==> src/rtl/mem_access_unit.sv <==
// Load/store unit: takes one RV32I memory request at a time, issues a word-aligned
// data-memory access, then returns load data or a store-complete pulse.
module mem_access_unit (
    input  logic        clk,
    input  logic        resetn,
    // upstream request
    input  logic        ex_valid_i,
    output logic        ex_ready_o,
    input  logic        ex_is_load_i,
    input  logic        ex_is_store_i,
    input  logic [2:0]  ex_funct3_i,
    input  logic [31:0] ex_addr_i,
    input  logic [31:0] ex_wdata_i,
    input  logic [5:0]  ex_reg_id_i,
    // data memory
    output logic        mem_valid_o,
    output logic [31:0] mem_addr_o,
    output logic [31:0] mem_wdata_o,
    output logic [3:0]  mem_wstrb_o,
    input  logic        mem_ready_i,
    input  logic [31:0] mem_rdata_i,
    // load writeback
    output logic        is_load_o,
    output logic [31:0] mem_rdata_o,
    output logic [1:0]  mem_wordsize_o,
    output logic [1:0]  reg_op1_2b_o,
    output logic [2:0]  load_instr_o,
    output logic [5:0]  reg_id_o,
    // status
    output logic        store_done_o,
    output logic        misalign_o
);

    typedef enum logic {IDLE, WAIT} state_e;

    state_e      state_q, state_d;
    logic        mem_valid_q, mem_valid_d;
    logic [31:0] mem_addr_q, mem_addr_d;
    logic [31:0] mem_wdata_q, mem_wdata_d;
    logic [3:0]  mem_wstrb_q, mem_wstrb_d;
    logic        is_load_q, is_load_d;
    logic [31:0] rdata_q, rdata_d;
    logic [1:0]  wordsize_q, wordsize_d;
    logic [1:0]  op1_2b_q, op1_2b_d;
    logic [2:0]  load_instr_q, load_instr_d;
    logic [5:0]  reg_id_q, reg_id_d;
    logic        store_done_q, store_done_d;
    logic        misalign_q, misalign_d;
    // decode of the in-flight request, held until the memory responds
    logic        pend_load_q, pend_load_d;
    logic [1:0]  pend_wordsize_q, pend_wordsize_d;
    logic [1:0]  pend_op1_q, pend_op1_d;
    logic [2:0]  pend_instr_q, pend_instr_d;
    logic [5:0]  pend_reg_q, pend_reg_d;

    logic        accept;
    logic        is_byte, is_half, is_word;
    logic        misaligned;
    logic [3:0]  wstrb_c;
    logic [31:0] wdata_c;
    logic [1:0]  wordsize_c;
    logic [2:0]  instr_c;

    assign ex_ready_o = resetn && (state_q == IDLE);
    assign accept     = ex_valid_i && ex_ready_o && (ex_is_load_i || ex_is_store_i);

    assign is_byte = (ex_funct3_i[1:0] == 2'b00);
    assign is_half = (ex_funct3_i[1:0] == 2'b01);
    assign is_word = !is_byte && !is_half;

    assign misaligned = (is_half && ex_addr_i[0]) || (is_word && (ex_addr_i[1:0] != 2'b00));

    always_comb begin
        wstrb_c    = 4'b1111;
        wdata_c    = ex_wdata_i;
        wordsize_c = 2'd0;
        instr_c    = 3'b000;
        if (is_byte) begin
            wstrb_c    = 4'b0001 << ex_addr_i[1:0];
            wdata_c    = {4{ex_wdata_i[7:0]}};
            wordsize_c = 2'd2;
            instr_c    = 3'b001;
        end else if (is_half) begin
            wstrb_c    = ex_addr_i[1] ? 4'b1100 : 4'b0011;
            wdata_c    = {2{ex_wdata_i[15:0]}};
            wordsize_c = 2'd1;
            instr_c    = 3'b010;
        end
        if (ex_funct3_i[2]) instr_c = 3'b100;
    end

    always_comb begin
        state_d         = state_q;
        mem_valid_d     = mem_valid_q;
        mem_addr_d      = mem_addr_q;
        mem_wdata_d     = mem_wdata_q;
        mem_wstrb_d     = mem_wstrb_q;
        is_load_d       = 1'b0;
        rdata_d         = rdata_q;
        wordsize_d      = wordsize_q;
        op1_2b_d        = op1_2b_q;
        load_instr_d    = load_instr_q;
        reg_id_d        = reg_id_q;
        store_done_d    = 1'b0;
        misalign_d      = 1'b0;
        pend_load_d     = pend_load_q;
        pend_wordsize_d = pend_wordsize_q;
        pend_op1_d      = pend_op1_q;
        pend_instr_d    = pend_instr_q;
        pend_reg_d      = pend_reg_q;
        unique case (state_q)
            IDLE: begin
                if (accept) begin
                    if (misaligned) begin
                        misalign_d = 1'b1;
                    end else begin
                        // load wins when both flags are set
                        state_d         = WAIT;
                        mem_valid_d     = 1'b1;
                        mem_addr_d      = {ex_addr_i[31:2], 2'b00};
                        mem_wstrb_d     = ex_is_load_i ? 4'b0000 : wstrb_c;
                        mem_wdata_d     = ex_is_load_i ? 32'd0 : wdata_c;
                        pend_load_d     = ex_is_load_i;
                        pend_wordsize_d = wordsize_c;
                        pend_op1_d      = ex_addr_i[1:0];
                        pend_instr_d    = instr_c;
                        pend_reg_d      = ex_reg_id_i;
                    end
                end
            end
            WAIT: begin
                if (mem_ready_i) begin
                    state_d     = IDLE;
                    mem_valid_d = 1'b0;
                    if (pend_load_q) begin
                        is_load_d    = 1'b1;
                        rdata_d      = mem_rdata_i;
                        wordsize_d   = pend_wordsize_q;
                        op1_2b_d     = pend_op1_q;
                        load_instr_d = pend_instr_q;
                        reg_id_d     = pend_reg_q;
                    end else begin
                        store_done_d = 1'b1;
                    end
                end
            end
            default: state_d = IDLE;
        endcase
    end

    always_ff @(posedge clk or negedge resetn) begin
        if (!resetn) begin
            state_q         <= IDLE;
            mem_valid_q     <= 1'b0;
            mem_addr_q      <= '0;
            mem_wdata_q     <= '0;
            mem_wstrb_q     <= '0;
            is_load_q       <= 1'b0;
            rdata_q         <= '0;
            wordsize_q      <= '0;
            op1_2b_q        <= '0;
            load_instr_q    <= '0;
            reg_id_q        <= '0;
            store_done_q    <= 1'b0;
            misalign_q      <= 1'b0;
            pend_load_q     <= 1'b0;
            pend_wordsize_q <= '0;
            pend_op1_q      <= '0;
            pend_instr_q    <= '0;
            pend_reg_q      <= '0;
        end else begin
            state_q         <= state_d;
            mem_valid_q     <= mem_valid_d;
            mem_addr_q      <= mem_addr_d;
            mem_wdata_q     <= mem_wdata_d;
            mem_wstrb_q     <= mem_wstrb_d;
            is_load_q       <= is_load_d;
            rdata_q         <= rdata_d;
            wordsize_q      <= wordsize_d;
            op1_2b_q        <= op1_2b_d;
            load_instr_q    <= load_instr_d;
            reg_id_q        <= reg_id_d;
            store_done_q    <= store_done_d;
            misalign_q      <= misalign_d;
            pend_load_q     <= pend_load_d;
            pend_wordsize_q <= pend_wordsize_d;
            pend_op1_q      <= pend_op1_d;
            pend_instr_q    <= pend_instr_d;
            pend_reg_q      <= pend_reg_d;
        end
    end

    assign mem_valid_o    = mem_valid_q;
    assign mem_addr_o     = mem_addr_q;
    assign mem_wdata_o    = mem_wdata_q;
    assign mem_wstrb_o    = mem_wstrb_q;
    assign is_load_o      = is_load_q;
    assign mem_rdata_o    = rdata_q;
    assign mem_wordsize_o = wordsize_q;
    assign reg_op1_2b_o   = op1_2b_q;
    assign load_instr_o   = load_instr_q;
    assign reg_id_o       = reg_id_q;
    assign store_done_o   = store_done_q;
    assign misalign_o     = misalign_q;

endmodule

==> config.mk <==
export PLATFORM = sky130hd
export DESIGN_NAME = mem_access_unit
export DESIGN_NICKNAME = d
export VERILOG_FILES = /design/src/rtl/mem_access_unit.sv
export SDC_FILE = /design/constraint.sdc
export NUM_CORES = 1
export LEC_CHECK = 0
export CORE_MARGIN = 5
export CORE_UTILIZATION = 44
export CTS_CLUSTER_DIAMETER = 150
export DETAILED_ROUTE_END_ITERATION = 6
export GPL_TIMING_DRIVEN = 0
export PLACE_DENSITY_LB_ADDON = 0.25
export SYNTH_ARGS = -nofsm -noshare
export SYNTH_HDL_FRONTEND = slang
export SYNTH_SLANG_ARGS = --single-unit
==> constraint.sdc <==
create_clock -name clk -period 2.2 [get_ports clk]
set_clock_uncertainty 0.15 [all_clocks]
set_input_delay 0.44 -clock clk [delete_from_list [all_inputs] [get_ports clk]]
set_output_delay 0.44 -clock clk [all_outputs]
set_load 0.03 [all_outputs]
# Yosys cells after proc, flatten, opt, wreduce, memory -nomap -nowiden
# Cells that the tools add are included.
word_totals:
  elab_cells: 69
  register_bits: 130
classes:
  shifts: 1
  reduce_logical: 15
  eq_ne: 4
  bitwise: 2
  n_mux: 29
op_table:
  columns: ["op", "count"]
  rows:
  - ["2-to-1 mux 32 bit", 3]
  - ["2-to-1 mux 1 bit", 16]
  - ["2-to-1 mux 4 bit", 4]
  - ["AND reduction 3 bit", 3]
  - ["logical AND 1 bit", 6]
  - ["2-to-1 mux 2 bit", 3]
  - ["inequality test 2 bit, second input constant", 3]
  - ["one-hot mux 1 bit (2 select lines)", 2]
  - ["<< shifter 1 x 2 -> 4 bit, first input constant", 1]
  - ["2-to-1 mux 3 bit", 1]
  - ["== test 2 x 1 -> 1 bit, second input constant", 1]
  - ["zero test 1 bit", 2]
  - ["zero test 2 bit", 1]
  - ["logical OR 1 bit", 2]
  - ["inverter 1 bit", 2]
  - ["nonzero test 2 bit", 1]

# Longest topological paths before layout
# Gate-level depths: netlist of the first run.
logic_depth:
  word_depth: 8
  ltp_mapped: 6

# Worst setup path before layout of the first run
# Ideal clock, no wire load.
synth_timing:
  path_type: "in2reg"
  startpoint: "input ex_funct3_i[1]"
  endpoint: "register mem_addr_q[10] (netlist: mem_addr_o[10])"
  arrival_ns: 1.766
  n_path_buf: 3
  cell_stages: 6
  setup_ns: 0.125
  required_time_ns: 1.925
  setup_slack_ns: 0.159
  cell_sequence: "buf_6 -> o21a_1 -> or4_4 -> buf_6 -> buf_12 -> mux2_4"
synth_between:
  elab_chain_len: 7
synth_lines:
  columns: ["element", "line", "text"]
  rows:
  - ["start, declared", "11", "input logic [2:0] ex_funct3_i,"]
  - ["== test 2 x 1 -> 1 bit / zero test 2 bit (equally long branches)", "68, 67", null]
  - ["zero test 1 bit", "69", "assign is_word = !is_byte && !is_half;"]
  - ["logical AND 1 bit", "69", null]
  - ["logical AND 1 bit", "71", "assign misaligned = (is_half && ex_addr_i[0]) || (is_word && (ex_addr_i[1:0] != 2'b00));"]
  - ["logical OR 1 bit *", "71", null]
  - ["inverter 1 bit (no line) *", null, null]
  - ["AND reduction 3 bit (no line) *", null, null]
  - ["end signal, assigned", "174", "mem_addr_q <= mem_addr_d;"]
  - ["end, declared", "38", "logic [31:0] mem_addr_q, mem_addr_d;"]
# Mark *: on every way between the ends. The rest lies on a longest branch, timed or not.
# A chain may end at the register's enable or synchronous reset.

# Worst setup path in the final report of the first run
layout_timing:
  startpoint: "input ex_funct3_i[0]"
  endpoint: "register pend_reg_q[4]"
layout_between:
  elab_chain_len: 7
layout_lines:
  columns: ["element", "line", "text"]
  rows:
  - ["== test 2 x 1 -> 1 bit / zero test 2 bit (equally long branches)", "68, 67", null]
  - ["zero test 1 bit", "69", null]
  - ["logical AND 1 bit", "69", null]
  - ["logical AND 1 bit", "71", null]
  - ["logical OR 1 bit *", "71", null]
  - ["inverter 1 bit (no line) *", null, null]
  - ["AND reduction 3 bit (no line) *", null, null]
  - ["end signal, assigned", "189", "pend_reg_q <= pend_reg_d;"]
  - ["end, declared", "54", "logic [5:0] pend_reg_q, pend_reg_d;"]
# Marks and branches as above.

==> run_results.csv, run 1 <==
group,metric,value,unit
die,die_h,125,microns
synthesis,ys_ff_latch,130,
power,p_leak,4.23,nW
die,io_pins,229,
synthesis,ys_warn_count,0,
critical_path,cp_slowest_stage_delay,520,ps
timing,fin_ws,87.0,ps
final_layout,layout-drive-gt1-share,28.2,%
detailed_routing,drtIter0Drc,233,
timing,finalSetupViolations,0,
synthesis,synth_top_family_by_area,"multiplexers",
synthesis,synth_ff_type,"dfrtp_1",
global_route,antenna_found_initial,0,
critical_path,cp.arrival,2250,ps
die,core_area,13100,sq um
detailed_routing,drt_wl_total,15900,microns
cts,clock_sinks,130,
critical_path,cp-end-kind,"flip-flop",
timing,slew_viol_final,0,
die,start_util,44.5,%
timing,hold_viol,0,
critical_path,critPathRequiredTime,2330,ps
final_layout,synthToLayoutAreaGrowth,56.1,%
synthesis,syn_inst,384,
synthesis,synth_cell_types,34,
cts,cts_setup_buffers,0,
synthesis,synth_compound_area_share,4.13,%
final_layout,nNetsFinal,750,
synthesis,synth-simple-area-share,4.92,%
synthesis,synth_area_leaders,"dfrtp_1, mux2_4, mux2_2, mux2i_1, buf_12",
power,p_total,0.0108,W
cts,clkTransAtPathRegs,60,ps
die,die_x,125,microns
global_route,grt_max_degree,48,
power,power_density,1190,nW/um^2
cts,numCtsBuffers,17,
placed_design,place.port_buffers,225,
placed_design,hpwlAfterDp,11400,microns
critical_path,crit_type,"primary input to flip-flop",
timing,worstMarginPinSlew,670,ps
synthesis,synth-edff-count,0,
critical_path,crit_fanout,10,
critical_path,cp_cell_sequence,"clkdlybuf4s50_1 -> and2_1 -> or4_4 -> buf_6 -> buf_12 -> mux2_4",
final_layout,final_util,69.5,%
timing,max_freq,473,MHz
detailed_routing,drcViolationCount,0,
placed_design,gp_congestion,0.805,
timing,slew_headroom,55.3,%
timing,post-route-period-util,96.0,%
synthesis,yosys.area_share.adder,0,%
die,dieArea,15700,sq um
synthesis,synth_xor_area_share,0,%
synthesis,syn_area,5850,sq um
timing,fin_hold_ws,284,ps
synthesis,yosysTopAreaCell,"dfrtp_1",
synthesis,synth.most_common_cell,"dfrtp_1",
final_layout,multi_input_area,2340,sq um
timing,finalWorstPathRequiredPeriod,2110,ps
placed_design,dp_cells,787,
final_layout,fillers,947,
global_route,grt_pass1_wl,25600,microns
synthesis,synth_top_area_share,55.6,%
cts,cts-htree-levels,4,
cts,cts_root_buf,"clkbuf_16",
detailed_routing,dr.pass1.iters,4,
global_route,overflow,0,
min_path,hp-class,"primary input to flip-flop",
power,ir_drop,0.000450,V
synthesis,seq_area_frac_synth,55.6,%
timing,rsz0062_at_grt,"false",
cts,clk_path_buf_depth,2,
run_status,outcome,"complete, no violations",
detailed_routing,ant_nets,0,
placed_design,place_ws,-691,ps
run,drv_cap,0,
detailed_routing,dr_total_vias,4144,
global_route,grtUsageTotal,20.7,%
final_layout,diodes,0,
synthesis,yosys-top-cells-count,"dfrtp_1, mux2_4, mux2_2",
cts,cts_tree,"done",
die,row_count,42,
critical_path,cpMaxStageDelayCell,"or4_4",
critical_path,worstSetupStartpointType,"primary input",
cts,clk_latency,400,ps
synthesis,syn_area_per_cell,15.2,sq um
synthesis,synth_mux_area_share,30.8,%
detailed_routing,avgRoutedWirePerCell,19.2,microns
final_layout,seq_area,3250,sq um
synthesis,postSynth.asyncResetShare,100,%
global_route,grt_pass1_vias,4524,
final_layout,stdcell_count,828,
detailed_routing,viasPerCell,5.00,
==> flip-flops by register name, indices dropped and copies added (netlist names) <==
signal,count
is_load_o,1
mem_wdata_o,32
reg_op1_2b_o,2
pend_reg_q,6
mem_addr_o,30
state_q,1
pend_load_q,1
mem_wordsize_o,2
misalign_o,1
pend_op1_q,2
pend_wordsize_q,2
mem_rdata_o,32
reg_id_o,6
load_instr_o,3
pend_instr_q,3
store_done_o,1
mem_wstrb_o,4
mem_valid_o,1
==> power breakdown <==
part	switching (W)	internal (W)	total [W]	leakage, nW
clock	0.00109	0.00179	0.00288	0.294
sequential	0.000421	0.00316	0.00358	1.62
combinational	0.00220	0.00218	0.00438	2.32
==> layer usage <==
metal  up-vias  GRT usage (%)  routed length (microns)
met4         0           6.06                      237
met3        17           7.12                     1190
li1       1867              -                        -
met5         -              0                        0
met2       186           35.3                     8020
met1      2074           24.9                     6490
==> path summary, 6_finish.rpt <==
kind | from | to | slack (ps) | cells past startpoint
max reg2reg | state_q | pend_reg_q[4] | 140 | 5
max | ex_funct3_i[0] | pend_reg_q[4] | 90 | 6
min in group asynchronous | resetn | mem_addr_o[25] | 520 | 4
min reg2reg | mem_valid_o | mem_valid_o | 330 | 2
min | ex_funct3_i[1] | pend_instr_q[0] | 280 | 3
max in group asynchronous | resetn | mem_addr_o[28] | 1070 | 3
==> critical path, delay by kind of cell <==
family        cells  cell delay, ps
mux               1             300
simple gates      2             710
buf+inv           3             800
==> kinds of logic after synthesis <==
family / count (synthesis)
mux: 137
flops: 130
simple gates: 46
compound gates: 39
buf+inv: 31
other cells: 1
==> final cells by class <==
class | instances | share of cell area, %
Clock buffer | 17 | 4.66
Tap cell | 176 | 2.41
Clock inverter | 15 | 1.99
Inverter | 5 | 0.206
Sequential cell | 130 | 35.6
Buffer | 26 | 2.73
Timing Repair Buffer | 235 | 26.8
Multi-Input combinational cell | 224 | 25.6
==> repair_timing <==
item                                   CTS  global route
gates cloned                             2             0
resized for setup                        4             7
hold buffers                             7             0
setup endpoints to repair               81            23
endpoints found under the hold margin   36             0
==> metrics by stage <==
step,TNS [ps],area [sq um]
finish,0,9130
global route,0,9130
CTS,0,9130
detailed placement,-67750,8350
global placement,-993570,8320
floorplan,0,5850
==> layout by cell type (no fill, tap or decap), types with 3 or more instances in the layout <==
cell type / synthesis / layout
a211oi_1: 8 / 8
a21oi_1: 12 / 12
buf_12: 7 / 10
buf_6: 3 / 3
bufinv_16: 0 / 3
clkbuf_1: 13 / 10
clkbuf_16: 0 / 17
clkbuf_2: 0 / 3
clkdlybuf4s50_1: 0 / 221
clkinv_2: 0 / 3
clkinv_4: 0 / 3
dfrtp_1: 130 / 130
dlygate4sd2_1: 0 / 3
dlygate4sd3_1: 0 / 4
inv_1: 4 / 4
inv_6: 0 / 4
mux2_2: 45 / 45
mux2_4: 74 / 74
mux2i_1: 16 / 16
nand2_1: 3 / 3
nor2_1: 10 / 10
nor2b_1: 18 / 18
o21ai_0: 10 / 10
or3b_2: 8 / 8
No activity file was read; power rests on OpenSTA's default activity.
==> run 2, diff against run 1 <==
--- a/config.mk
+++ b/config.mk
@@ -5,7 +5,6 @@
 export SDC_FILE = /design/constraint.sdc
 export NUM_CORES = 1
 export LEC_CHECK = 0
-export CORE_MARGIN = 5
 export CORE_UTILIZATION = 44
 export CTS_CLUSTER_DIAMETER = 150
 export DETAILED_ROUTE_END_ITERATION = 6
==> run_results.csv, run 2 (synthesis gave the netlist of run 1 again) <==
group,metric,value,unit
detailed_routing,drtIter0Drc,132,
timing,hold_viol,0,
timing,post-route-period-util,95.0,%
final_layout,most-common-layout-cells,"clkdlybuf4s50_1, dfrtp_1, mux2_4",
critical_path,cpMaxStageDelayCell,"clkdlybuf4s50_1",
cts,numCtsBuffers,17,
power,p_leak,4.22,nW
detailed_routing,drcViolationCount,0,
global_route,overflow,0,
detailed_routing,dr.pass1.iters,4,
critical_path,cp.arrival,1500,ps
min_path,hp-class,"primary input to flip-flop",
final_layout,layout-drive-gt1-share,28.0,%
final_layout,fillers,857,
timing,worstMarginPinSlew,660,ps
timing,finalWorstPathRequiredPeriod,2090,ps
die,core_area,12800,sq um
timing,slew_viol_final,0,
detailed_routing,drt_wl_total,15100,microns
detailed_routing,viasPerCell,4.90,
cts,clk_path_buf_depth,2,
global_route,grt_pass1_vias,4224,
placed_design,place.port_buffers,225,
placed_design,hpwlAfterDp,10700,microns
critical_path,cp_slowest_stage_delay,720,ps
die,start_util,45.8,%
critical_path,worstSetupStartpointType,"flip-flop",
run_status,outcome,"complete, no violations",
final_layout,nNetsFinal,749,
critical_path,path_buf_inv,1,
final_layout,mostFrequentLayoutCell,"clkdlybuf4s50_1",
critical_path,cp-end-kind,"output port",
power,p_total,0.0108,W
global_route,grtUsageTotal,22.5,%
detailed_routing,avgRoutedWirePerCell,18.4,microns
critical_path,cpLargestDelayFamily,"buffers and inverters",
final_layout,final_util,71.4,%
die,die_x,117,microns
timing,slew_headroom,56.0,%
cts,cts_tree,"done",
die,die_h,117,microns
power,ir_drop,0.000482,V
global_route,grt_pass1_wl,22500,microns
critical_path,cp_cell_sequence,"clkdlybuf4s50_1",
timing,max_freq,478,MHz
critical_path,crit_type,"flip-flop to output port",
detailed_routing,ant_nets,0,
timing,finalSetupViolations,0,
cts,clkTransAtPathRegs,50,ps
critical_path,critPathRequiredTime,1610,ps
timing,rsz0062_at_grt,"false",
die,dieArea,13800,sq um
detailed_routing,dr_total_vias,4033,
cts,cts-htree-levels,4,
timing,fin_tns_setup,0,ps
global_route,grt_max_degree,70,
cts,cts_setup_buffers,0,
final_layout,diodes,0,
final_layout,synthToLayoutAreaGrowth,55.9,%
cts,clk_latency,410,ps
placed_design,gp_congestion,0.844,
cts,clock_sinks,130,
power,power_density,1180,nW/um^2
critical_path,crit_fanout,2,
cts,cts_root_buf,"clkbuf_16",
die,row_count,41,
die,io_pins,229,
global_route,antenna_found_initial,0,
run,drv_cap,0,
==> run 2: cell count changes in the layout (fill, tap and decap cells not counted), sizes merged <==
cell / previous run / this run
clkdlybuf4s15: 0 / 1
inv: 8 / 4
clkinvlp: 2 / 3
dlygate4sd2: 3 / 2
clkinv: 7 / 5
dlygate4sd3: 4 / 3
clkbuf: 31 / 36
bufbuf: 2 / 1
buf: 17 / 18
==> run 2: what timing repair did <==
item	4_1_cts	5_1_grt
hold endpoints to repair	67	98
pin swaps	0	0
resized for setup	10	2
cloned	1	1
setup endpoints to repair	83	76
==> run 2: routing by layer <==
| metal | part of all wire [%] | GRT usage, % | vias up |
|---|---|---|---|
| met5 | 0 | 0 | - |
| met4 | 1.5 | 8.27 | 0 |
| met3 | 7.8 | 8.44 | 22 |
| met2 | 50 | 38.1 | 151 |
| met1 | 41 | 26.1 | 1995 |
| li1 | - | - | 1865 |
==> run 2: area by class of cell <==
class | instances | area (sq um) | area share, %
buffer | 26 | 244 | 2.68
clock buffer | 22 | 464 | 5.09
clock inverter | 10 | 133 | 1.45
inverter | 5 | 18.8 | 0.206
multi-input combinational | 224 | 2340 | 25.7
sequential | 130 | 3250 | 35.7
tap | 172 | 215 | 2.36
timing repair buffer | 234 | 2440 | 26.8
==> run 2: report_power, final <==
part / internal, W / leakage, nW / switching, W / total (W)
sequential: 0.00316 / 1.62 / 0.000410 / 0.00357
clock: 0.00183 / 0.286 / 0.00100 / 0.00284
combinational: 0.00218 / 2.31 / 0.00220 / 0.00438
==> run 2: metrics by stage <==
step | std cells | hold WS (ps) | setup WS (ps) | area, sq um
floorplan | 385 | -5.59 | 159 | 5850
global placement | 782 | 299 | -4710 | 8320
detailed placement | 783 | 310 | -783 | 8350
CTS | 816 | -251 | 21.3 | 9000
global route | 823 | 284 | 22.0 | 9120
finish | 823 | 271 | 109 | 9120
==> run 2: path summary, 6_finish.rpt <==
| check | from | end | slack [ps] | depth (start not counted) |
|---|---|---|---|---|
| worst max register to register | state_q | mem_addr_o[30] | 150 | 5 |
| worst min register to register | pend_load_q | store_done_o | 320 | 1 |
| worst max-delay path | mem_wstrb_o[2] | mem_wstrb_o[2] | 110 | 1 |
| worst min-delay path | ex_funct3_i[1] | pend_instr_q[0] | 270 | 3 |
| min in group asynchronous | resetn | load_instr_o[1] | 450 | 3 |
| max in group asynchronous | resetn | is_load_o | 1050 | 3 |
==> run 3, diff against run 2 <==
--- a/config.mk
+++ b/config.mk
@@ -10,6 +10,7 @@
 export DETAILED_ROUTE_END_ITERATION = 6
 export GPL_TIMING_DRIVEN = 0
 export PLACE_DENSITY_LB_ADDON = 0.25
+export SETUP_SLACK_MARGIN = 0.4
 export SYNTH_ARGS = -nofsm -noshare
 export SYNTH_HDL_FRONTEND = slang
 export SYNTH_SLANG_ARGS = --single-unit
==> run_results.csv, run 3 (synthesis gave the netlist of run 1 again) <==
group,metric,value,unit
run_status,outcome,"finished, violations left",
run_status,violations,"negative hold slack",
cts,clkTransAtPathRegs,50,ps
final_layout,layout-drive-gt1-share,31.8,%
timing,slew_headroom,56.3,%
cts,clk_path_buf_depth,2,
critical_path,critPathRequiredTime,2340,ps
power,sequentialPowerShare,33.5,%
final_layout,most-common-layout-cells,"dfrtp_1, clkdlybuf4s50_1, mux2_4",
min_path,hp-class,"primary input to async pin",
power,ir_drop,0.000622,V
die,io_pins,229,
global_route,grtUsageTotal,22.4,%
power,power_density,1160,nW/um^2
timing,max_freq,492,MHz
global_route,antenna_found_initial,1,
detailed_routing,viasPerCell,4.94,
critical_path,crit_type,"primary input to flip-flop",
critical_path,worstSetupStartpointType,"primary input",
power,switchingPower,0.00362,W
power,swShare,34.0,%
die,row_count,41,
detailed_routing,dr.pass1.iters,4,
timing,hold_viol,52,
die,start_util,45.8,%
cts,numCtsBuffers,17,
cts,cts_root_buf,"clkbuf_16",
global_route,grt_pass1_vias,4332,
detailed_routing,drcViolationCount,0,
cts,cts_tree,"done",
final_layout,postLayoutCellArea,9170,sq um
global_route,overflow,0,
detailed_routing,drtIter0Drc,160,
timing,fin_hold_ws,-246,ps
placed_design,placed_area,8360,sq um
cts,cts-htree-levels,4,
critical_path,cp-end-kind,"flip-flop",
final_layout,synthToLayoutAreaGrowth,56.8,%
critical_path,cp.arrival,2170,ps
critical_path,crit_fanout,10,
critical_path,regToRegSetupSlack,180,ps
final_layout,nNetsFinal,753,
timing,post-route-period-util,92.4,%
placed_design,place.port_buffers,225,
final_layout,mostFrequentLayoutCell,"dfrtp_1",
placed_design,hpwlAfterDp,10700,microns
power,clkPwrFrac,29.2,%
detailed_routing,drt_wl_total,15200,microns
timing,finalWorstPathRequiredPeriod,2030,ps
cts,clk_latency,400,ps
timing,worstMarginPinSlew,655,ps
detailed_routing,ant_nets,0,
timing,finalSetupViolations,0,
detailed_routing,dr_total_vias,4082,
placed_design,gp_congestion,0.861,
power,internal-power,0.00701,W
die,die_x,117,microns
run,drv_cap,0,
cts,clock_sinks,130,
die,core_area,12800,sq um
timing,rsz0062_at_grt,"true",
global_route,grt_max_degree,79,
detailed_routing,avgRoutedWirePerCell,18.3,microns
power,p_leak,4.52,nW
power,p_comb_share,37.4,%
final_layout,diodes,0,
global_route,grt_pass1_wl,22800,microns
die,die_h,117,microns
timing,slew_viol_final,0,
die,dieArea,13800,sq um
## run 3: cell count changes in the layout (fill, tap and decap cells not counted), moves of 3 or more
cell / delta
clkinvlp_4: -3
dlygate4sd3_1: -3
clkbuf_1: -6
dlygate4sd2_1: +69
clkdlybuf4s50_1: -117
clkdlybuf4s15_1: +43
buf_4: +11
clkbuf_2: +7
## run 3: worst paths after layout
path | from | endpoint | cells past startpoint
worst max register to register | state_q | mem_addr_o[23] | 5
worst min register to register | pend_wordsize_q[1] | pend_wordsize_q[1] | 1
worst min-delay path | resetn | mem_rdata_o[25] | 1
worst max-delay path | ex_is_store_i | mem_addr_o[23] | 6
max in group asynchronous | resetn | pend_instr_q[0] | 2
min in group clk | ex_funct3_i[1] | pend_instr_q[0] | 3
## run 3: power by group through the flow
stage	Clock (W)	Combinational, W	Sequential, W
CTS	0.00316	0.00394	0.00355
global placement	0	0.00430	0.00355
finish	0.00310	0.00397	0.00355
detailed placement	0	0.00437	0.00360
global route	0.00328	0.00417	0.00365
floorplan	0	0.00105	0.00496
## run 3: layer usage
| metal | global-route usage, % | share of wire [%] |
|---|---|---|
| met5 | 0 | 0.066 |
| met2 | 39.3 | 52 |
| met4 | 8.35 | 1.5 |
| met3 | 7.11 | 7.0 |
| met1 | 25.4 | 40 |
## run 3: critical path, stage by stage
cell	delay, ps
clkdlybuf4s50_1	520
o21ai_4	90
or4_4	480
buf_12	180
buf_12	150
mux2_4	300
## run 3: cell type report
type	instances	area, sq um
Sequential cell	130	3250
Tap cell	172	215
Buffer	26	282
Clock buffer	22	474
Timing Repair Buffer	238	2330
Clock inverter	10	179
Multi-Input combinational cell	224	2420
Fill cell	891	3600
Inverter	5	18.8
## run 3: timing repair
item                       CTS  global route
pin swaps                    3             4
hold endpoints to repair    52            52
gates cloned                 2             1
setup endpoints to repair  237           142
buffers inserted             3             6
resized for setup          149            69
## run 3: stage by stage
step / util (%) / worst slack, ps / instances / total power [W] / TNS (ps)
finish: 71.8 / 167 / 827 / 0.0106 / 0
global placement: 65.2 / -4730 / 782 / 0.00786 / -995020
CTS: 70.6 / 161 / 820 / 0.0106 / 0
floorplan: - / 163 / 385 / 0.00600 / 0
global route: 71.8 / 150 / 827 / 0.0111 / 0
detailed placement: 65.5 / -434 / 783 / 0.00797 / -45420
